### src/rtl/booth_pkg.sv
// ---------------------------------------------------------------------------
// booth_pkg
// Shared definitions for the sequential Booth multiplier:
//   - state_t           : controller state encoding (IDLE / RUN / DONE)
//   - DEFAULT_WIDTH     : default operand width
//   - MOST_NEG_DEFAULT  : most-negative operand at the default width, the one
//                         multiplicand value the Booth datapath cannot handle
//   - cnt_width()       : width of the substep counter for a given operand width
// ---------------------------------------------------------------------------
package booth_pkg;

    typedef enum logic [1:0] {
        ST_IDLE = 2'd0,
        ST_RUN  = 2'd1,
        ST_DONE = 2'd2
    } state_t;

    localparam int DEFAULT_WIDTH = 64;

    localparam logic [DEFAULT_WIDTH-1:0] MOST_NEG_DEFAULT = {1'b1, {(DEFAULT_WIDTH-1){1'b0}}};

    // One extra bit over $clog2 so the counter can represent WIDTH itself
    // and therefore never wraps inside an operation.
    function automatic int cnt_width(input int width);
        return $clog2(width) + 1;
    endfunction

endpackage : booth_pkg

### src/rtl/booth_substep.sv
// ---------------------------------------------------------------------------
// booth_substep
// One radix-2 Booth iteration, purely combinational.
//   acc, q, q0, m           : current accumulator, multiplier, guard bit, multiplicand
//   acc_next, q_next, q0_next: state after the add/subtract and the arithmetic
//                              right shift of {acc, q, q0}
// {q[0], q0} = 01 adds m, 10 subtracts m, 00/11 leave acc unchanged.
// ---------------------------------------------------------------------------
module booth_substep #(
    parameter int WIDTH = 64
) (
    input  logic [WIDTH-1:0] acc,
    input  logic [WIDTH-1:0] q,
    input  logic             q0,
    input  logic [WIDTH-1:0] m,
    output logic [WIDTH-1:0] acc_next,
    output logic [WIDTH-1:0] q_next,
    output logic             q0_next
);

    logic [WIDTH-1:0] sum;

    // NOTE: every branch of a combinational block must assign its outputs;
    // the default assignment up front is what keeps a latch from being inferred.
    always_comb begin
        sum = acc;
        unique case ({q[0], q0})
            2'b01:   sum = acc + m;
            2'b10:   sum = acc - m;
            default: sum = acc;
        endcase
    end

    // Arithmetic shift of {sum, q, q0}: the sign of sum is replicated into
    // the top bit, the low bit of sum moves into q, and q[0] becomes the guard.
    assign acc_next = {sum[WIDTH-1], sum[WIDTH-1:1]};
    assign q_next   = {sum[0], q[WIDTH-1:1]};
    assign q0_next  = q[0];

endmodule : booth_substep

### src/rtl/booth_seq_multiplier.sv
// ---------------------------------------------------------------------------
// booth_seq_multiplier
// Sequential radix-2 Booth multiplier: one booth_substep per clock, WIDTH
// steps per product, with a start/ready/done handshake.
//   clk          : clock, rising edge
//   rst          : asynchronous, active-high reset
//   start        : operation request, accepted only while ready=1
//   multiplicand : signed M, sampled on an accepted start
//   multiplier   : signed Q, sampled on an accepted start
//   ready        : can accept start (IDLE or DONE)
//   busy         : iteration in progress (RUN)
//   done         : one-cycle pulse, product/range_err just updated
//   product      : signed 2*WIDTH-bit result, held until the next completion
//   range_err    : multiplicand was the most-negative value; product invalid
// ---------------------------------------------------------------------------
module booth_seq_multiplier
    import booth_pkg::*;
#(
    parameter int WIDTH = DEFAULT_WIDTH
) (
    input  logic               clk,
    input  logic               rst,
    input  logic               start,
    input  logic [WIDTH-1:0]   multiplicand,
    input  logic [WIDTH-1:0]   multiplier,
    output logic               ready,
    output logic               busy,
    output logic               done,
    output logic [2*WIDTH-1:0] product,
    output logic               range_err
);

    localparam int               CW         = cnt_width(WIDTH);
    localparam logic [CW-1:0]    LAST_COUNT = CW'(WIDTH - 1);
    localparam logic [WIDTH-1:0] MOST_NEG   = {1'b1, {(WIDTH-1){1'b0}}};

    state_t           state;
    state_t           state_next;

    logic [WIDTH-1:0] acc;
    logic [WIDTH-1:0] q;
    logic             q0;
    logic [WIDTH-1:0] m;
    logic [CW-1:0]    count;

    logic [WIDTH-1:0] acc_step;
    logic [WIDTH-1:0] q_step;
    logic             q0_step;

    logic             accept;
    logic             last_step;

    // Start is honoured only from a state that advertises ready; ready is a
    // decode of the state register, so there is no comb path start -> outputs.
    assign accept    = start && (state != ST_RUN);
    assign last_step = (state == ST_RUN) && (count == LAST_COUNT);

    booth_substep #(
        .WIDTH (WIDTH)
    ) u_substep (
        .acc      (acc),
        .q        (q),
        .q0       (q0),
        .m        (m),
        .acc_next (acc_step),
        .q_next   (q_step),
        .q0_next  (q0_step)
    );

    // -----------------------------------------------------------------------
    // State register
    // -----------------------------------------------------------------------
    // NOTE: sequential state uses non-blocking assignments so every register
    // samples its inputs from before the edge, independent of statement order.
    always_ff @(posedge clk or posedge rst) begin
        if (rst) begin
            state <= ST_IDLE;
        end else begin
            state <= state_next;
        end
    end

    // -----------------------------------------------------------------------
    // Next-state logic
    // -----------------------------------------------------------------------
    always_comb begin
        state_next = state;
        unique case (state)
            ST_IDLE: if (start)     state_next = ST_RUN;
            ST_RUN:  if (last_step) state_next = ST_DONE;
            ST_DONE: state_next = start ? ST_RUN : ST_IDLE;
            default: state_next = ST_IDLE;
        endcase
    end

    // -----------------------------------------------------------------------
    // Output decode
    // -----------------------------------------------------------------------
    always_comb begin
        ready = 1'b0;
        busy  = 1'b0;
        done  = 1'b0;
        unique case (state)
            ST_IDLE: ready = 1'b1;
            ST_RUN:  busy  = 1'b1;
            ST_DONE: begin
                ready = 1'b1;
                done  = 1'b1;
            end
            default: ready = 1'b0;
        endcase
    end

    // -----------------------------------------------------------------------
    // Datapath registers and substep counter
    // -----------------------------------------------------------------------
    // NOTE: these are plain flops, not a memory, so all of them take the
    // reset; a reset mid-operation must leave no trace of the discarded result.
    always_ff @(posedge clk or posedge rst) begin
        if (rst) begin
            acc       <= '0;
            q         <= '0;
            q0        <= 1'b0;
            m         <= '0;
            count     <= '0;
            product   <= '0;
            range_err <= 1'b0;
        end else if (accept) begin
            acc   <= '0;
            q     <= multiplier;
            q0    <= 1'b0;
            m     <= multiplicand;
            count <= '0;
        end else if (state == ST_RUN) begin
            acc   <= acc_step;
            q     <= q_step;
            q0    <= q0_step;
            count <= count + 1'b1;
            if (last_step) begin
                product   <= {acc_step, q_step};
                // -M is not representable in WIDTH bits for this operand,
                // so the subtraction overflows and the product is unusable.
                range_err <= (m == MOST_NEG);
            end
        end
    end

endmodule : booth_seq_multiplier

### config.mk
export PLATFORM = sky130hd
export DESIGN_NAME = booth_seq_multiplier
export DESIGN_NICKNAME = d
export VERILOG_FILES = /design/src/rtl/booth_pkg.sv /design/src/rtl/booth_substep.sv /design/src/rtl/booth_seq_multiplier.sv
export SDC_FILE = /design/constraint.sdc
export NUM_CORES = 1
export LEC_CHECK = 0
export BUFFER_PORTS_ARGS = -buffer_cell sky130_fd_sc_hd__buf_4
export CAP_MARGIN = 20
export CORE_ASPECT_RATIO = 1.75
export CORE_MARGIN = 4
export CORE_UTILIZATION = 45
export DETAILED_ROUTE_END_ITERATION = 10
export PLACE_DENSITY = 0.65
export SETUP_SLACK_MARGIN = 0.2
export SYNTH_ARGS = -nofsm -noshare
export SYNTH_HDL_FRONTEND = slang
export SYNTH_SLANG_ARGS = --single-unit
### constraint.sdc
create_clock -name clk -period 35.9 [get_ports clk]
set_input_delay 7.18 -clock clk [delete_from_list [all_inputs] [get_ports clk]]
set_output_delay 7.18 -clock clk [all_outputs]
set_load 0.02 [all_outputs]
### Word level (Yosys, flattened, before mapping)

Cells that the tools add are included.
Widths: inputs -> output; s select.

* word-level logic and storage cells: 44
* output and inout port bits: 132
* register bits after elaboration: 330

* bitwise operators: 1
* add/subtract/negate cells: 3
* reductions and logical operators: 7
* muxes and demuxes: 16
* equality and inequality tests: 9

Operators by type and width (count)
* $mux 64: 4
* $pmux 64 s2: 1
* $add 64x64->64: 1
* $eq 64x64->1 const B: 1
* $sub 64x64->64: 1
* $mux 7: 2
* $add 7x1->7 const B: 1
* $eq 7x6->1 const B: 1
* $mux 1: 6
* $pmux 2 s3: 1
* $eq 2x1->1 const B: 2
* $eq 2x2->1 const B: 2
* $mux 2: 2
* $ne 2x2->1 const B: 2
* $reduce_and 3->1: 1
* $logic_and 1x1->1: 2
* $logic_not 2->1: 1
* $ne 2x1->1 const B: 1
* $reduce_and 2->1: 1
* $reduce_bool 2->1: 1
* $reduce_or 2->1: 1
* $not 1->1: 1

### Logic depth before layout (Yosys ltp)

* depth after elaboration: 4
* gate-level depth with buffers: 23
* gate-level depth less buffers: 22

### Cells and area by module

Synthesis repeated with hierarchy kept, for this count alone.

* cell total of the unflattened synthesis: 2019
* area total of the unflattened synthesis: 19416.1 um^2

By module, submodules not included
* booth_seq_multiplier: times used 1, area each 13180.1 um^2, cells each 1037, seq. area each 8282.9 um^2
* booth_substep: times used 1, area each 6236.0 um^2, cells each 982, seq. area each 0.0 um^2

### Least setup slack after synthesis

Ideal clock, no wire load.

* path kind: input to register
* from: in start
* to: reg q[10]
* buffers on the path: 3
* library setup time: 0.137 ns
* data required time: 35.763 ns
* arrival time: 8.489 ns
* slack: 27.275 ns
* stages: 5
* path through: clkbuf_1 > clkbuf_1 > buf_1 > mux2i_1 > a21oi_1

* cells in the longest elaborated chain, start to end: 2

RTL lines
* start, declared: RTL line booth_seq_multiplier.sv:23 `input logic start,`
* $logic_and 1x1->1 *: RTL line booth_seq_multiplier.sv:55 `assign accept = start && (state != ST_RUN);`
* $mux 64 or $reduce_bool 2->1 (tied branches)
* end signal, assigned: RTL line booth_seq_multiplier.sv:130 `q <= multiplier;`
* end signal, assigned: RTL line booth_seq_multiplier.sv:136 `q <= q_step;`
* end, declared: RTL line booth_seq_multiplier.sv:41 `logic [WIDTH-1:0] q;`

Mark *: on every way between the ends. The rest lies on a longest branch, timed or not.
A chain may end at the register's enable or synchronous reset.

### Final worst setup path

* from: reg state[0]
* to: out busy

* cells in the longest elaborated chain, start to end: 2

RTL lines
* start, declared: RTL line booth_seq_multiplier.sv:37 `state_t state;`
* start signal, assigned: RTL line booth_seq_multiplier.sv:79 `state <= state_next;`
* $eq 2x1->1: RTL line booth_seq_multiplier.sv:103 `unique case (state)`
* $mux 1: RTL line booth_seq_multiplier.sv:103
* end, declared: RTL line booth_seq_multiplier.sv:27 `output logic busy,`

Every way passes these cells.

==> flow_results.xml <==
<?xml version="1.0" encoding="UTF-8"?>
<metrics>
  <group name="yosys">
    <metric name="synth_edf_count" unit="">0</metric>
    <metric name="synth.ff_latch_count" unit="">329</metric>
    <metric name="post_synth.cell_area_avg" unit="sq um">8.94</metric>
    <metric name="post_synth_inst_count" unit="">2084</metric>
    <metric name="ys_dominant_reg_cell" unit="">sky130_fd_sc_hd__dfrtp_1</metric>
    <metric name="synth-warning-count" unit="">0</metric>
    <metric name="synth.net_count" unit="">2282</metric>
    <metric name="synth_sequential_area_ratio" unit="%">44.2</metric>
    <metric name="ys_types" unit="">81</metric>
    <metric name="synth_async_sr_flop_share" unit="%">100</metric>
    <metric name="post_synth_instance_area" unit="sq um">18600</metric>
  </group>
  <group name="route">
    <metric name="detail-route-antenna-nets" unit="">0</metric>
    <metric name="drt_first_iter_violations" unit="">835</metric>
    <metric name="drt_pre_antenna_iters" unit="">4</metric>
    <metric name="drc" unit="">0</metric>
    <metric name="post_drt_wl_per_cell" unit="um">19.9</metric>
    <metric name="route.detailed.vias_per_inst" unit="">5.53</metric>
    <metric name="drt_wl_total" unit="um">56500</metric>
    <metric name="num_vias" unit="">15718</metric>
  </group>
  <group name="die">
    <metric name="placement_rows" unit="">98</metric>
    <metric name="pin_count" unit="">263</metric>
    <metric name="start_util" unit="%">45.5</metric>
    <metric name="placeableCoreArea" unit="sq um">41000</metric>
    <metric name="die_w" unit="um">162</metric>
    <metric name="die_height" unit="um">277</metric>
    <metric name="die_area" unit="sq um">44900</metric>
  </group>
  <group name="critical_path">
    <metric name="timing.critical_path.slowest_cell_delay" unit="ns">0.43</metric>
    <metric name="timing.critical_path.from_type" unit="">register</metric>
    <metric name="criticalPathCategory" unit="">reg -&gt; out</metric>
    <metric name="crit_required" unit="ns">28.72</metric>
    <metric name="critPathArrivalTime" unit="ns">1.42</metric>
    <metric name="crit_path_cell_trace" unit="">nand2b_4 -&gt; inv_2 -&gt; buf_4</metric>
    <metric name="r2r_slack" unit="ns">29.50</metric>
    <metric name="endpoint_kind" unit="">primary output</metric>
    <metric name="timing.critical_path.fanout_max" unit="">13</metric>
    <metric name="critical_path.slowest_cell" unit="">sky130_fd_sc_hd__dfrtp_1</metric>
    <metric name="reg2reg_depth" unit="">17</metric>
  </group>
  <group name="hold_path">
    <metric name="hold-path-cell-count" unit="">2</metric>
    <metric name="hold_class" unit="">reg -&gt; reg</metric>
  </group>
  <group name="clock_network">
    <metric name="cts_sinks" unit="">329</metric>
    <metric name="tritoncts_clock_tree" unit="">done</metric>
    <metric name="max-clock-path-buffers" unit="">3</metric>
    <metric name="clkSlewWorstSetupHoldPaths" unit="ns">0.06</metric>
    <metric name="clock_insertion_delay_worst_skew" unit="ns">0.54</metric>
    <metric name="cts_made_buffers" unit="">34</metric>
    <metric name="cts_hold_buffers" unit="">0</metric>
    <metric name="clk_root_buffer_cell" unit="">sky130_fd_sc_hd__clkbuf_16</metric>
    <metric name="cts.repair.resized" unit="">0</metric>
    <metric name="post_cts_buffers" unit="">0</metric>
    <metric name="htree_num_levels" unit="">2</metric>
  </group>
  <group name="global_route">
    <metric name="antenna_violations_before_repair" unit="">0</metric>
    <metric name="overflow" unit="">0</metric>
    <metric name="grt.total_usage" unit="%">24.8</metric>
    <metric name="grt_max_degree" unit="">127</metric>
    <metric name="grt_pass1_vias" unit="">16279</metric>
    <metric name="grt_pass1_wl" unit="um">89200</metric>
  </group>
  <group name="final_layout">
    <metric name="antennaDiodeCount" unit="">0</metric>
    <metric name="final_instance_area" unit="sq um">22100</metric>
    <metric name="multi_input_comb_area" unit="sq um">9800</metric>
    <metric name="fill_cells" unit="">3867</metric>
    <metric name="final_util" unit="%">53.9</metric>
    <metric name="layout.cells.most_common_list" unit="">sky130_fd_sc_hd__nand2_1, sky130_fd_sc_hd__dfrtp_1, sky130_fd_sc_hd__buf_4</metric>
    <metric name="synthToLayoutAreaGrowth" unit="%">18.5</metric>
    <metric name="mostFrequentLayoutCell" unit="">sky130_fd_sc_hd__nand2_1</metric>
    <metric name="area_taken_by_flip_flops_and_latches" unit="sq um">8230</metric>
    <metric name="final_cell_count_no_fill" unit="">2840</metric>
    <metric name="drive_above_1_share" unit="%">18.8</metric>
    <metric name="finalNetCount" unit="">2464</metric>
  </group>
  <group name="place">
    <metric name="dp_hpwl" unit="um">41200</metric>
    <metric name="port_buffers" unit="">262</metric>
    <metric name="post_dp_cell_area" unit="sq um">20900</metric>
    <metric name="gp_congestion" unit="">0.907</metric>
    <metric name="place_inst" unit="">2779</metric>
    <metric name="place_worst_setup_slack" unit="ns">25.94</metric>
  </group>
  <group name="sta">
    <metric name="slew_headroom" unit="%">28.8</metric>
    <metric name="worst_slew_pin_slew" unit="ns">1.07</metric>
    <metric name="grt_setup_unrepaired" unit="">no</metric>
    <metric name="setup-violations-final" unit="">0</metric>
    <metric name="post-route-period-util" unit="%">24.0</metric>
    <metric name="max_freq" unit="MHz">116</metric>
    <metric name="fin_skew" unit="ns">0.0148</metric>
    <metric name="hold_viol" unit="">0</metric>
    <metric name="slew_violations" unit="">0</metric>
    <metric name="layout_setup_ws" unit="ns">27.30</metric>
    <metric name="fin_setup_tns" unit="ns">0</metric>
    <metric name="final_period_minus_worst_setup_slack" unit="ns">8.60</metric>
  </group>
  <group name="power">
    <metric name="power_density" unit="nW/um^2">101</metric>
    <metric name="power.leakage" unit="nW">9.82</metric>
    <metric name="irDropWorstVdd" unit="uV">46.3</metric>
  </group>
  <group name="run_status">
    <metric name="outcome" unit="">completed</metric>
  </group>
  <group name="run">
    <metric name="max_cap_viol_count" unit="">0</metric>
  </group>
</metrics>
## path summary, 6_finish.rpt
path,start,endpoint
worst max-delay path,state[0],busy
worst min-delay path,product[9],product[9]
worst max register to register,m[26],product[125]
worst min register to register,product[9],product[9]
max in group asynchronous,rst,acc[34]
min in group asynchronous,rst,product[7]
## cell type report
cell class                      count  share of cell area [%]
Timing Repair Buffer              277                    9.51
Inverter                           27                   0.499
Sequential cell                   329                    37.3
Tap cell                          550                    3.12
Clock inverter                     10                   0.595
Multi-Input combinational cell   1597                    44.4
Clock buffer                       50                    4.58
## layer usage
| layer | global-route usage (%) | up-vias | wire (um) |
|---|---|---|---|
| li1 | - | 7601 | - |
| met1 | 26.8 | 7576 | 20500 |
| met2 | 46.1 | 408 | 30100 |
| met3 | 4.88 | 133 | 3030 |
| met4 | 11.1 | 0 | 2850 |
| met5 | 0 | - | 0 |
## state kept, by name, indices dropped and copies added (netlist names)
signal / count
product: 127
count: 7
state: 2
q0: 1
range_err: 1
acc: 63
q: 64
m: 64
## worst max-delay path: cells and delay by family (launching register included)
| family | cells | cell delay (ns) |
|---|---|---|
| flops | 1 | 0.43 |
| simple gates | 1 | 0.23 |
| buf+inv | 2 | 0.22 |
## cell families (layout without fill, tap and decap cells)
kind of cell	after synthesis	count (layout)	synth area share, %
AND/OR/NAND/NOR	781	781	18.5
AO/OA/AOI/OAI	479	479	15.2
flip-flops	329	329	44.2
buffers and inverters	158	364	3.37
multiplexers	153	153	8.67
XOR/XNOR	117	117	5.54
adder cells (fa/ha/maj)	67	67	4.54
## stage by stage
stage | total power, mW | hold slack (ns)
after global placement | 1.86 | 0.460
after floorplan | 1.52 | 0.458
after global routing | 2.42 | 0.503
after detailed placement | 1.88 | 0.463
after CTS | 2.26 | 0.480
final | 2.24 | 0.473
## synthesized netlist by cell type, types with 4 or more instances
| cell | number | area, sq um |
|---|---|---|
| sky130_fd_sc_hd__a211oi_1 | 6 | 45.0 |
| sky130_fd_sc_hd__a21boi_0 | 4 | 30.0 |
| sky130_fd_sc_hd__a21o_1 | 35 | 263 |
| sky130_fd_sc_hd__a21oi_1 | 185 | 926 |
| sky130_fd_sc_hd__a22o_1 | 6 | 52.6 |
| sky130_fd_sc_hd__a31oi_1 | 20 | 125 |
| sky130_fd_sc_hd__a41oi_1 | 6 | 52.6 |
| sky130_fd_sc_hd__and2_1 | 12 | 75.1 |
| sky130_fd_sc_hd__and3_1 | 27 | 169 |
| sky130_fd_sc_hd__and4_1 | 4 | 35.0 |
| sky130_fd_sc_hd__buf_1 | 12 | 45.0 |
| sky130_fd_sc_hd__buf_2 | 5 | 25.0 |
| sky130_fd_sc_hd__clkbuf_1 | 107 | 402 |
| sky130_fd_sc_hd__dfrtp_1 | 329 | 8230 |
| sky130_fd_sc_hd__ha_1 | 66 | 826 |
| sky130_fd_sc_hd__inv_1 | 24 | 90.1 |
| sky130_fd_sc_hd__mux2_2 | 67 | 754 |
| sky130_fd_sc_hd__mux2i_1 | 86 | 861 |
| sky130_fd_sc_hd__nand2_1 | 378 | 1420 |
| sky130_fd_sc_hd__nand2b_1 | 9 | 56.3 |
| sky130_fd_sc_hd__nand3_1 | 53 | 265 |
| sky130_fd_sc_hd__nand4_1 | 20 | 125 |
| sky130_fd_sc_hd__nor2_1 | 191 | 717 |
| sky130_fd_sc_hd__nor2b_1 | 5 | 31.3 |
| sky130_fd_sc_hd__nor3_1 | 31 | 155 |
| sky130_fd_sc_hd__nor3b_1 | 4 | 30.0 |
| sky130_fd_sc_hd__nor4_1 | 18 | 113 |
| sky130_fd_sc_hd__o211ai_1 | 13 | 97.6 |
| sky130_fd_sc_hd__o21a_1 | 4 | 30.0 |
| sky130_fd_sc_hd__o21ai_0 | 145 | 726 |
| sky130_fd_sc_hd__o21ai_1 | 5 | 25.0 |
| sky130_fd_sc_hd__o21bai_1 | 9 | 67.6 |
| sky130_fd_sc_hd__o22ai_1 | 5 | 31.3 |
| sky130_fd_sc_hd__or2_2 | 4 | 25.0 |
| sky130_fd_sc_hd__or3_1 | 5 | 31.3 |
| sky130_fd_sc_hd__xnor2_1 | 89 | 780 |
| sky130_fd_sc_hd__xor2_1 | 27 | 236 |
## report_power, final
part	switching [mW]	total (mW)	internal, mW
logic	0.795	1.30	0.508
registers	0.0980	0.570	0.472
clock network	0.155	0.367	0.212
total	1.05	2.24	1.19
(Power assumes the default switching activity.)
